`src/rtl/gb_alu_pkg.sv`:
```
// Shared definitions for the 8-bit ALU and the 16-bit sequencer that drives it.
package gb_alu_pkg;

   localparam int unsigned DATA_W = 8;
   localparam int unsigned WORD_W = 16;
   localparam int unsigned FLAG_W = 4;
   localparam int unsigned OP_W   = 5;

   localparam logic [OP_W-1:0] ALU_ADD    = 5'b00000;
   localparam logic [OP_W-1:0] ALU_ADC    = 5'b00001;
   localparam logic [OP_W-1:0] ALU_SUB    = 5'b00010;
   localparam logic [OP_W-1:0] ALU_SBC    = 5'b00011;
   localparam logic [OP_W-1:0] ALU_COPY_A = 5'b11000;

   localparam int unsigned FLAG_C = 0;
   localparam int unsigned FLAG_H = 1;
   localparam int unsigned FLAG_N = 2;
   localparam int unsigned FLAG_Z = 3;

   typedef enum logic [1:0] {
      OP_ADD16    = 2'd0,
      OP_INC16    = 2'd1,
      OP_DEC16    = 2'd2,
      OP_ADD_SP_E = 2'd3
   } op16_t;

   typedef enum logic [1:0] {
      IDLE = 2'd0,
      LO   = 2'd1,
      HI   = 2'd2,
      DONE = 2'd3
   } seq_state_t;

   function automatic logic [OP_W-1:0] lo_alu_op(input op16_t op);
      return (op == OP_DEC16) ? ALU_SUB : ALU_ADD;
   endfunction

   function automatic logic [OP_W-1:0] hi_alu_op(input op16_t op);
      return (op == OP_DEC16) ? ALU_SBC : ALU_ADC;
   endfunction

   function automatic logic [DATA_W-1:0] lo_alu_b(input op16_t op, input logic [WORD_W-1:0] b);
      if (op == OP_INC16 || op == OP_DEC16) return 8'h01;
      return b[7:0];
   endfunction

   // High byte: rr high byte, sign extension of e, or zero with carry/borrow only.
   function automatic logic [DATA_W-1:0] hi_alu_b(input op16_t op, input logic [WORD_W-1:0] b);
      if (op == OP_ADD16)    return b[15:8];
      if (op == OP_ADD_SP_E) return {8{b[7]}};
      return 8'h00;
   endfunction

endpackage

```
`src/rtl/alu16_sequencer.sv`:
```
// Runs a 16-bit ADD/INC/DEC/ADD SP,e as two chained 8-bit ALU passes (low then high byte).
module alu16_sequencer
   import gb_alu_pkg::*;
(
   input  logic              clk,
   input  logic              reset,
   input  logic              start,
   input  logic [1:0]        op16,
   input  logic [WORD_W-1:0] a16,
   input  logic [WORD_W-1:0] b16,
   input  logic [FLAG_W-1:0] flag_in,
   output logic              busy,
   output logic              done,
   output logic [WORD_W-1:0] result,
   output logic [FLAG_W-1:0] flag_out,
   output logic [DATA_W-1:0] alu_a,
   output logic [DATA_W-1:0] alu_b,
   output logic [OP_W-1:0]   alu_op,
   output logic [FLAG_W-1:0] alu_flag_in,
   input  logic [DATA_W-1:0] alu_out,
   input  logic [FLAG_W-1:0] alu_flag_out
);

   seq_state_t        r_state;
   op16_t             r_op;
   logic [WORD_W-1:0] r_a;
   logic [WORD_W-1:0] r_b;
   logic [FLAG_W-1:0] r_flags;
   logic [DATA_W-1:0] r_res_lo;
   logic [1:0]        r_lo_hc;
   logic              r_busy;
   logic              r_done;
   logic [WORD_W-1:0] r_result;
   logic [FLAG_W-1:0] r_flag_out;
   logic [DATA_W-1:0] r_alu_a;
   logic [DATA_W-1:0] r_alu_b;
   logic [OP_W-1:0]   r_alu_op;
   logic [FLAG_W-1:0] r_alu_flag_in;

   seq_state_t        w_state_nxt;
   logic [DATA_W-1:0] w_alu_a_nxt;
   logic [DATA_W-1:0] w_alu_b_nxt;
   logic [OP_W-1:0]   w_alu_op_nxt;
   logic [FLAG_W-1:0] w_alu_flag_nxt;
   logic [FLAG_W-1:0] w_flag_fin;
   logic              w_accept;

   assign w_accept = (r_state == IDLE) && start;

   // Next state plus the ALU drive for the following cycle, so the drive is registered.
   always_comb begin
      w_state_nxt    = r_state;
      w_alu_a_nxt    = '0;
      w_alu_b_nxt    = '0;
      w_alu_op_nxt   = ALU_COPY_A;
      w_alu_flag_nxt = '0;
      case (r_state)
         IDLE: begin
            if (start) begin
               w_state_nxt    = LO;
               w_alu_a_nxt    = a16[7:0];
               w_alu_b_nxt    = lo_alu_b(op16_t'(op16), b16);
               w_alu_op_nxt   = lo_alu_op(op16_t'(op16));
               w_alu_flag_nxt = flag_in;
            end
         end
         LO: begin
            w_state_nxt    = HI;
            w_alu_a_nxt    = r_a[15:8];
            w_alu_b_nxt    = hi_alu_b(r_op, r_b);
            w_alu_op_nxt   = hi_alu_op(r_op);
            w_alu_flag_nxt = alu_flag_out;
         end
         HI:      w_state_nxt = DONE;
         DONE:    w_state_nxt = IDLE;
         default: w_state_nxt = IDLE;
      endcase
   end

   // Final CHNZ as seen at the end of the HI pass.
   always_comb begin
      w_flag_fin = r_flags;
      case (r_op)
         OP_ADD16: begin
            w_flag_fin[FLAG_N] = 1'b0;
            w_flag_fin[FLAG_H] = alu_flag_out[FLAG_H];
            w_flag_fin[FLAG_C] = alu_flag_out[FLAG_C];
         end
         OP_ADD_SP_E: begin
            w_flag_fin         = '0;
            w_flag_fin[FLAG_H] = r_lo_hc[1];
            w_flag_fin[FLAG_C] = r_lo_hc[0];
         end
         default: ;
      endcase
   end

   always_ff @(posedge clk or posedge reset) begin
      if (reset) begin
         r_state       <= IDLE;
         r_op          <= OP_ADD16;
         r_a           <= '0;
         r_b           <= '0;
         r_flags       <= '0;
         r_res_lo      <= '0;
         r_lo_hc       <= '0;
         r_busy        <= 1'b0;
         r_done        <= 1'b0;
         r_result      <= '0;
         r_flag_out    <= '0;
         r_alu_a       <= '0;
         r_alu_b       <= '0;
         r_alu_op      <= ALU_COPY_A;
         r_alu_flag_in <= '0;
      end else begin
         r_state       <= w_state_nxt;
         r_busy        <= (w_state_nxt != IDLE);
         r_done        <= (w_state_nxt == DONE);
         r_alu_a       <= w_alu_a_nxt;
         r_alu_b       <= w_alu_b_nxt;
         r_alu_op      <= w_alu_op_nxt;
         r_alu_flag_in <= w_alu_flag_nxt;
         if (w_accept) begin
            r_op    <= op16_t'(op16);
            r_a     <= a16;
            r_b     <= b16;
            r_flags <= flag_in;
         end
         if (r_state == LO) begin
            r_res_lo <= alu_out;
            r_lo_hc  <= {alu_flag_out[FLAG_H], alu_flag_out[FLAG_C]};
         end
         if (r_state == HI) begin
            r_result   <= {alu_out, r_res_lo};
            r_flag_out <= w_flag_fin;
         end
      end
   end

   assign busy        = r_busy;
   assign done        = r_done;
   assign result      = r_result;
   assign flag_out    = r_flag_out;
   assign alu_a       = r_alu_a;
   assign alu_b       = r_alu_b;
   assign alu_op      = r_alu_op;
   assign alu_flag_in = r_alu_flag_in;

endmodule

```
`config.mk`:
```
export PLATFORM = sky130hd
export DESIGN_NAME = alu16_sequencer
export DESIGN_NICKNAME = d
export VERILOG_FILES = /design/src/rtl/gb_alu_pkg.sv /design/src/rtl/alu16_sequencer.sv
export SDC_FILE = /design/constraint.sdc
export NUM_CORES = 1
export LEC_CHECK = 0
export ABC_AREA = 1
export BUFFER_PORTS_ARGS = -buffer_cell sky130_fd_sc_hd__buf_2
export CAP_MARGIN = 15
export CORE_AREA = 2 2 79 81
export CTS_BUF_LIST = sky130_fd_sc_hd__clkbuf_8
export CTS_CLUSTER_SIZE = 40
export DETAILED_ROUTE_END_ITERATION = 8
export DIE_AREA = 0 0 81 83
export GPL_TIMING_DRIVEN = 0
export PLACE_DENSITY_LB_ADDON = 0.1
export SETUP_SLACK_MARGIN = 0.05
export SKIP_LAST_GASP = 1
export SYNTH_ARGS = -nofsm -noshare
export SYNTH_HDL_FRONTEND = slang
export SYNTH_SLANG_ARGS = --single-unit
```
`constraint.sdc`:
```
create_clock -name clk -period 4.4 [get_ports clk]
set_clock_uncertainty 0.05 [all_clocks]
set_input_delay 0.44 -clock clk [delete_from_list [all_inputs] [get_ports clk]]
set_output_delay 0.44 -clock clk [all_outputs]
set_load 0.005 [all_outputs]
```
[After elaboration in Yosys (flattened, before gate mapping)]
Index checks and enable logic that the tools add are counted.
Cells by class
  $add $sub $neg: 0
  multipliers: 0
  divide/modulo/power cells: 0
  magnitude comparators: 0
  equality and inequality tests: 8
  shift operators: 0
  multiplexer cells: 28
  bitwise operators: 0
  reduce and logical (&&, ||, !) cells: 5
Operator list (count)
  two-way mux 8 bit: 8
  one-hot mux 8 bit (2 select lines): 2
  == test 2 bit (second input constant): 6
  one-hot mux 5 bit (2 select lines): 1
  two-way mux 1 bit: 9
  one-hot mux 2 bit (4 select lines): 1
  one-hot mux 4 bit (2 select lines): 1
  two-way mux 2 bit: 3
  one-hot mux 3 bit (2 select lines): 1
  two-way mux 5 bit: 1
  == test 2 x 1 -> 1 bit (second input constant): 2
  logical NOT 2 bit: 2
  two-way mux 4 bit: 1
  nonzero test 2 bit: 1
  logical AND 1 bit: 1
  logical OR 1 bit: 1
Word-level totals
  register bits: 97
  latch bits: 0
  RAM bits: 0
  memory bits (read-only): 0
  output and inout port bits: 47
  word-level logic and storage cells: 56
  memories: 0

[Depth between registers and ports, before layout]
  depth after elaboration: 8
  mapped depth: 8

[Least setup slack after synthesis]
No wires, ideal clock.
  path kind: flip-flop to flip-flop
  start point: reg r_state[0]
  end point: reg r_alu_flag_in[3], in the netlist alu_flag_in[3]
  setup time: 118 ps
  arrival: 1127 ps
  data required time: 4232 ps
  setup slack: 3105 ps
  cell stages (with the launch flop): 9
  buffers on the path: 2
  clock period less this slack: 1295 ps
  cell sequence: dfrtp_1 -> inv_1 -> ha_1 -> nand2_2 -> inv_2 -> buf_6 -> buf_6 -> nand2_1 -> nand2_1
Between the ends
  cells in the longest elaborated chain, start to end: 2
  elaborated cells on any way between the ends: 3
Ends and longest elaborated chain
  start, declared: RTL line alu16_sequencer.sv:24  | seq_state_t r_state;
  start signal, assigned: RTL line alu16_sequencer.sv:116  | r_state <= w_state_nxt;
  == test 2 x 1 -> 1 bit / logical NOT 2 bit (equally long branches): RTL line alu16_sequencer.sv:57  | case (r_state)
  one-hot mux 4 bit (2 select lines) *: RTL line alu16_sequencer.sv:57
  net w_alu_flag_nxt[3]: RTL line alu16_sequencer.sv:44  | logic [FLAG_W-1:0] w_alu_flag_nxt;
  end signal, assigned: RTL line alu16_sequencer.sv:122  | r_alu_flag_in <= w_alu_flag_nxt;
  end, declared: RTL line alu16_sequencer.sv:38  | logic [FLAG_W-1:0] r_alu_flag_in;
Mark *: on every way through the listed nets, which the timed path passes. The rest lies on a longest branch.
A chain may end at the register's enable or synchronous reset.

[Worst setup path in the final report]
  start point: reg r_state[0]
  end point: reg r_alu_b[7], in the netlist alu_b[7]
Between the ends
  cells in the longest elaborated chain, start to end: 2
  elaborated cells on any way between the ends: 3
Ends and longest elaborated chain
  == test 2 x 1 -> 1 bit / logical NOT 2 bit (equally long branches): RTL line alu16_sequencer.sv:57
  one-hot mux 8 bit (2 select lines) *: RTL line alu16_sequencer.sv:57
  net w_alu_b_nxt[7]: RTL line alu16_sequencer.sv:42  | logic [DATA_W-1:0] w_alu_b_nxt;
  end signal, assigned: RTL line alu16_sequencer.sv:120  | r_alu_b <= w_alu_b_nxt;
  end, declared: RTL line alu16_sequencer.sv:36  | logic [DATA_W-1:0] r_alu_b;
Marks and branches as above.

==> results by group <==
STA
  • Final TNS setup: 0 ns
  • Slew Limit Fails: 0
  • Actual slew at the worst max-slew pin: 0.528 ns
  • Max-Slew Margin vs Limit: 64.7%
  • Hold Fails Final Rpt: 0
  • Hold WS: 0.237 ns
  • Period utilization: 36.3%
  • RSZ-0062 raised after global routing: no
  • Setup slack after layout: 2.80 ns
  • Endpoints failing setup: 0
  • Max Clk Rate: 626 MHz
  • Minimum clock period: 1.60 ns

Global route
  • Initial antenna violation count: 0
  • Number of global-route vias before repair: 2529
  • Pin count of the biggest net entering global routing: 60
  • Overflow after GRT: 0
  • GRT Total Usage: 22.5%
  • First-pass GRT wire length: 11600 µm

Floorplan
  • Die width: 81 µm
  • Core Region: 5820 µm²
  • Die area: 6720 µm²
  • Cell row count: 28
  • Boundary Pins: 100
  • Die H: 83 µm
  • Starting Density: 55.3%

Clock tree
  • H-tree Lvls: 3
  • Clock latency on the worst-skew pair: 0.34 ns
  • TritonCTS clock tree: built
  • Sink Count: 80
  • TritonCTS Buffers: 9
  • CTS Root Buffer Type: clkbuf_8
  • Post-CTS setup buffer count: 0
  • Clock Path Buffers: 2
  • Clock slew seen by the registers of the worst setup and hold paths: 0.08 ns

Place
  • PortBufs: 98
  • Placement Setup Slack: 2.79 ns
  • GPL Wtd Cong: 0.797
  • Placed cell areas: 3830 µm²
  • DP HPWL: 4760 µm

Final layout
  • Final instance area: 4060 µm²
  • Footprint of the multi-input gates: 977 µm²
  • Register Area: 2000 µm²
  • Layout cells sized above 1: 28.7%
  • Filler cells: 499
  • # diodes: 0
  • Final nets: 527
  • P&R area growth vs syn: 26.2%

Hold path
  • Hold depth: 3
  • Hold Crit Class: in -> reg
  • Hold path start: a16[10]
  • Worst Hold End: r_a[10]$_DFFE_PP0P_

Setup path
  • CP bufs+invs: 1
  • R2R Path End: alu_b[7]$_DFF_PP0_
  • CP max-delay cell: nor2_1
  • Startpoint Class: register
  • Critical Path End Type: register
  • Crit Path Class: reg -> reg
  • CP max FO: 7
  • Worst EP required: 4.62 ns
  • CP most frequent cell: nand2_1
  • R2R Path Start: r_state[0]$_DFF_PP0_
  • R2R setup slack: 2.80 ns
  • Max incr delay on CP: 0.43 ns
  • Crit-path cells: inv_1, ha_1, nand2_2, nor2_1, nand2_1, nand2_1
  • Reg2Reg Depth: 6
  • Critical path data arrival time: 1.82 ns
  • Delay-heaviest family, CP: simple AND/OR/NAND/NOR gates

Job
  • MaxCap Viol Count: 0

Synth
  • Top FF cell, synth: dfrtp_1
  • Leading area contributor after synthesis: dfrtp_1
  • Post-synthesis sequential area ratio: 62.3%
  • Synthesized area per cell: 9.06 µm²
  • Ys async rst share: 100%
  • Yosys top cell area share: 61.5%
  • Post-Syn Area: 3220 µm²
  • Most common cell in the netlist: nand2_1
  • Syn_nets: 416
  • Synth Instances: 355
  • Distinct cells, synth: 19
  • Number of synthesis warnings: 0
  • Ranking of synthesized cells by area: dfrtp_1 (61%), nand2_1 (19%), o21ai_0 (5.0%)
  • Synth cell count leaders: nand2_1 (164), dfrtp_1 (79), inv_1 (33)
  • Post-synth EDFFs: 0
  • Yosys reg bits: 80

Pwr
  • Clk pwr share: 20.9%
  • Internal: 1.79 mW
  • Total power: 2.76 mW
  • P_leak: 2.37 nW
  • Peak VDD IR: 0.000313 V
  • Power per cell area: 681 nW/µm²
  • Switch Pwr: 979 µW
  • Sequential power share: 43.1%
  • Switching part of the total: 35.4%
  • Gate power share: 36.0%

Detailed routing
  • Final ANT Viol Nets: 0
  • Number of remaining DRC errors: 0
  • First-pass DRT Iterations: 4
  • 1st-iter DRT viols: 130
  • Vias after detailed routing: 2584
  • Via/cell ratio: 4.73
  • Drt wl/cell: 12.4 µm
  • Drt total wl: 6750 µm

Status
  • Outcome: completed
power groups by stage:
stage	Sequential (mW)	Clock, mW	Combinational (mW)
2_1_floorplan	1.21	0	0.607
3_3_place_gp	1.19	0	0.971
3_5_place_dp	1.20	0	1.01
4_1_cts	1.19	0.586	1.02
5_1_grt	1.23	0.615	1.17
6_report	1.19	0.578	0.997
per-layer routing:
| metal | GRT usage, % | share of wire, % | up-vias |
|---|---|---|---|
| li1 | - | - | 1299 |
| met1 | 29.7 | 44 | 1199 |
| met2 | 35.8 | 49 | 82 |
| met3 | 5.87 | 6.3 | 4 |
| met4 | 7.55 | 0.68 | 0 |
| met5 | 0 | 0 | - |
final cells by class:
cell class                 instances  area share, %
timing repair buffer             100           13.0
clock buffer                      13           4.41
clock inverter                     3          0.956
buffer                            17           2.68
multi-input combinational        224           24.1
inverter                          34           3.21
sequential                        80           49.4
tap                               75           2.31
worst reg2reg max path, cell delays in order, from the launching register on:
cell,delay [ns]
dfrtp_1,0.42
inv_1,0.10
ha_1,0.21
nand2_2,0.12
nor2_1,0.43
nand2_1,0.11
nand2_1,0.10
state kept, by name, summed over array words and instances, names as in the netlist, 3 cells and up:
signal and flops:
r_b 9, r_res_lo 8, alu_b 8, r_a 8, flag_out 4, result 16, alu_a 8, alu_op 3
r_flags 4, alu_flag_in 4
logic make-up after synthesis:
kind of cell	share of synthesized area, %
buffers and inverters	7.35
adder cells (fa/ha/maj)	3.11
AND/OR/NAND/NOR	21.5
flip-flops	62.3
other	0.117
AO/OA/AOI/OAI	5.64
how the worst max path moves through the flow:
stage,startpoint,to,slack (ns),cells after the start
2_1_floorplan,reset,alu_a[0]$_DFF_PP0_,1.86,1
3_3_place_gp,reset,alu_op[0]$_DFF_PP0_,0.93,2
3_5_place_dp,op16[0],alu_b[7]$_DFF_PP0_,2.79,7
4_1_cts,r_state[0]$_DFF_PP0_,alu_b[7]$_DFF_PP0_,2.81,6
5_1_grt,r_state[0]$_DFF_PP0_,alu_b[6]$_DFF_PP0_,2.65,6
6_report,r_state[0]$_DFF_PP0_,alu_b[7]$_DFF_PP0_,2.80,6
metrics by stage:
stage | utilization (%) | cells
2_1_floorplan | - | 355
3_3_place_gp | 65.4 | 528
3_5_place_dp | 65.9 | 529
4_1_cts | 69.8 | 546
5_1_grt | 69.8 | 546
6_report | 69.8 | 546
layout by cell type, fill, tap and decap left out, types with 2 or more instances in the layout:
| master | count |
|---|---|
| a21oi_1 | 2 |
| buf_2 | 109 |
| buf_4 | 2 |
| buf_6 | 3 |
| clkbuf_8 | 13 |
| dfrtp_1 | 79 |
| ha_1 | 8 |
| inv_1 | 33 |
| nand2_1 | 164 |
| nand3_1 | 11 |
| nor2_1 | 2 |
| o21ai_0 | 32 |
repair_timing:
action | CTS | global route
hold endpoints to repair | 10 | 0
hold buffers | 1 | 0
resized for setup | 0 | 0
(Power assumes the default switching activity.)
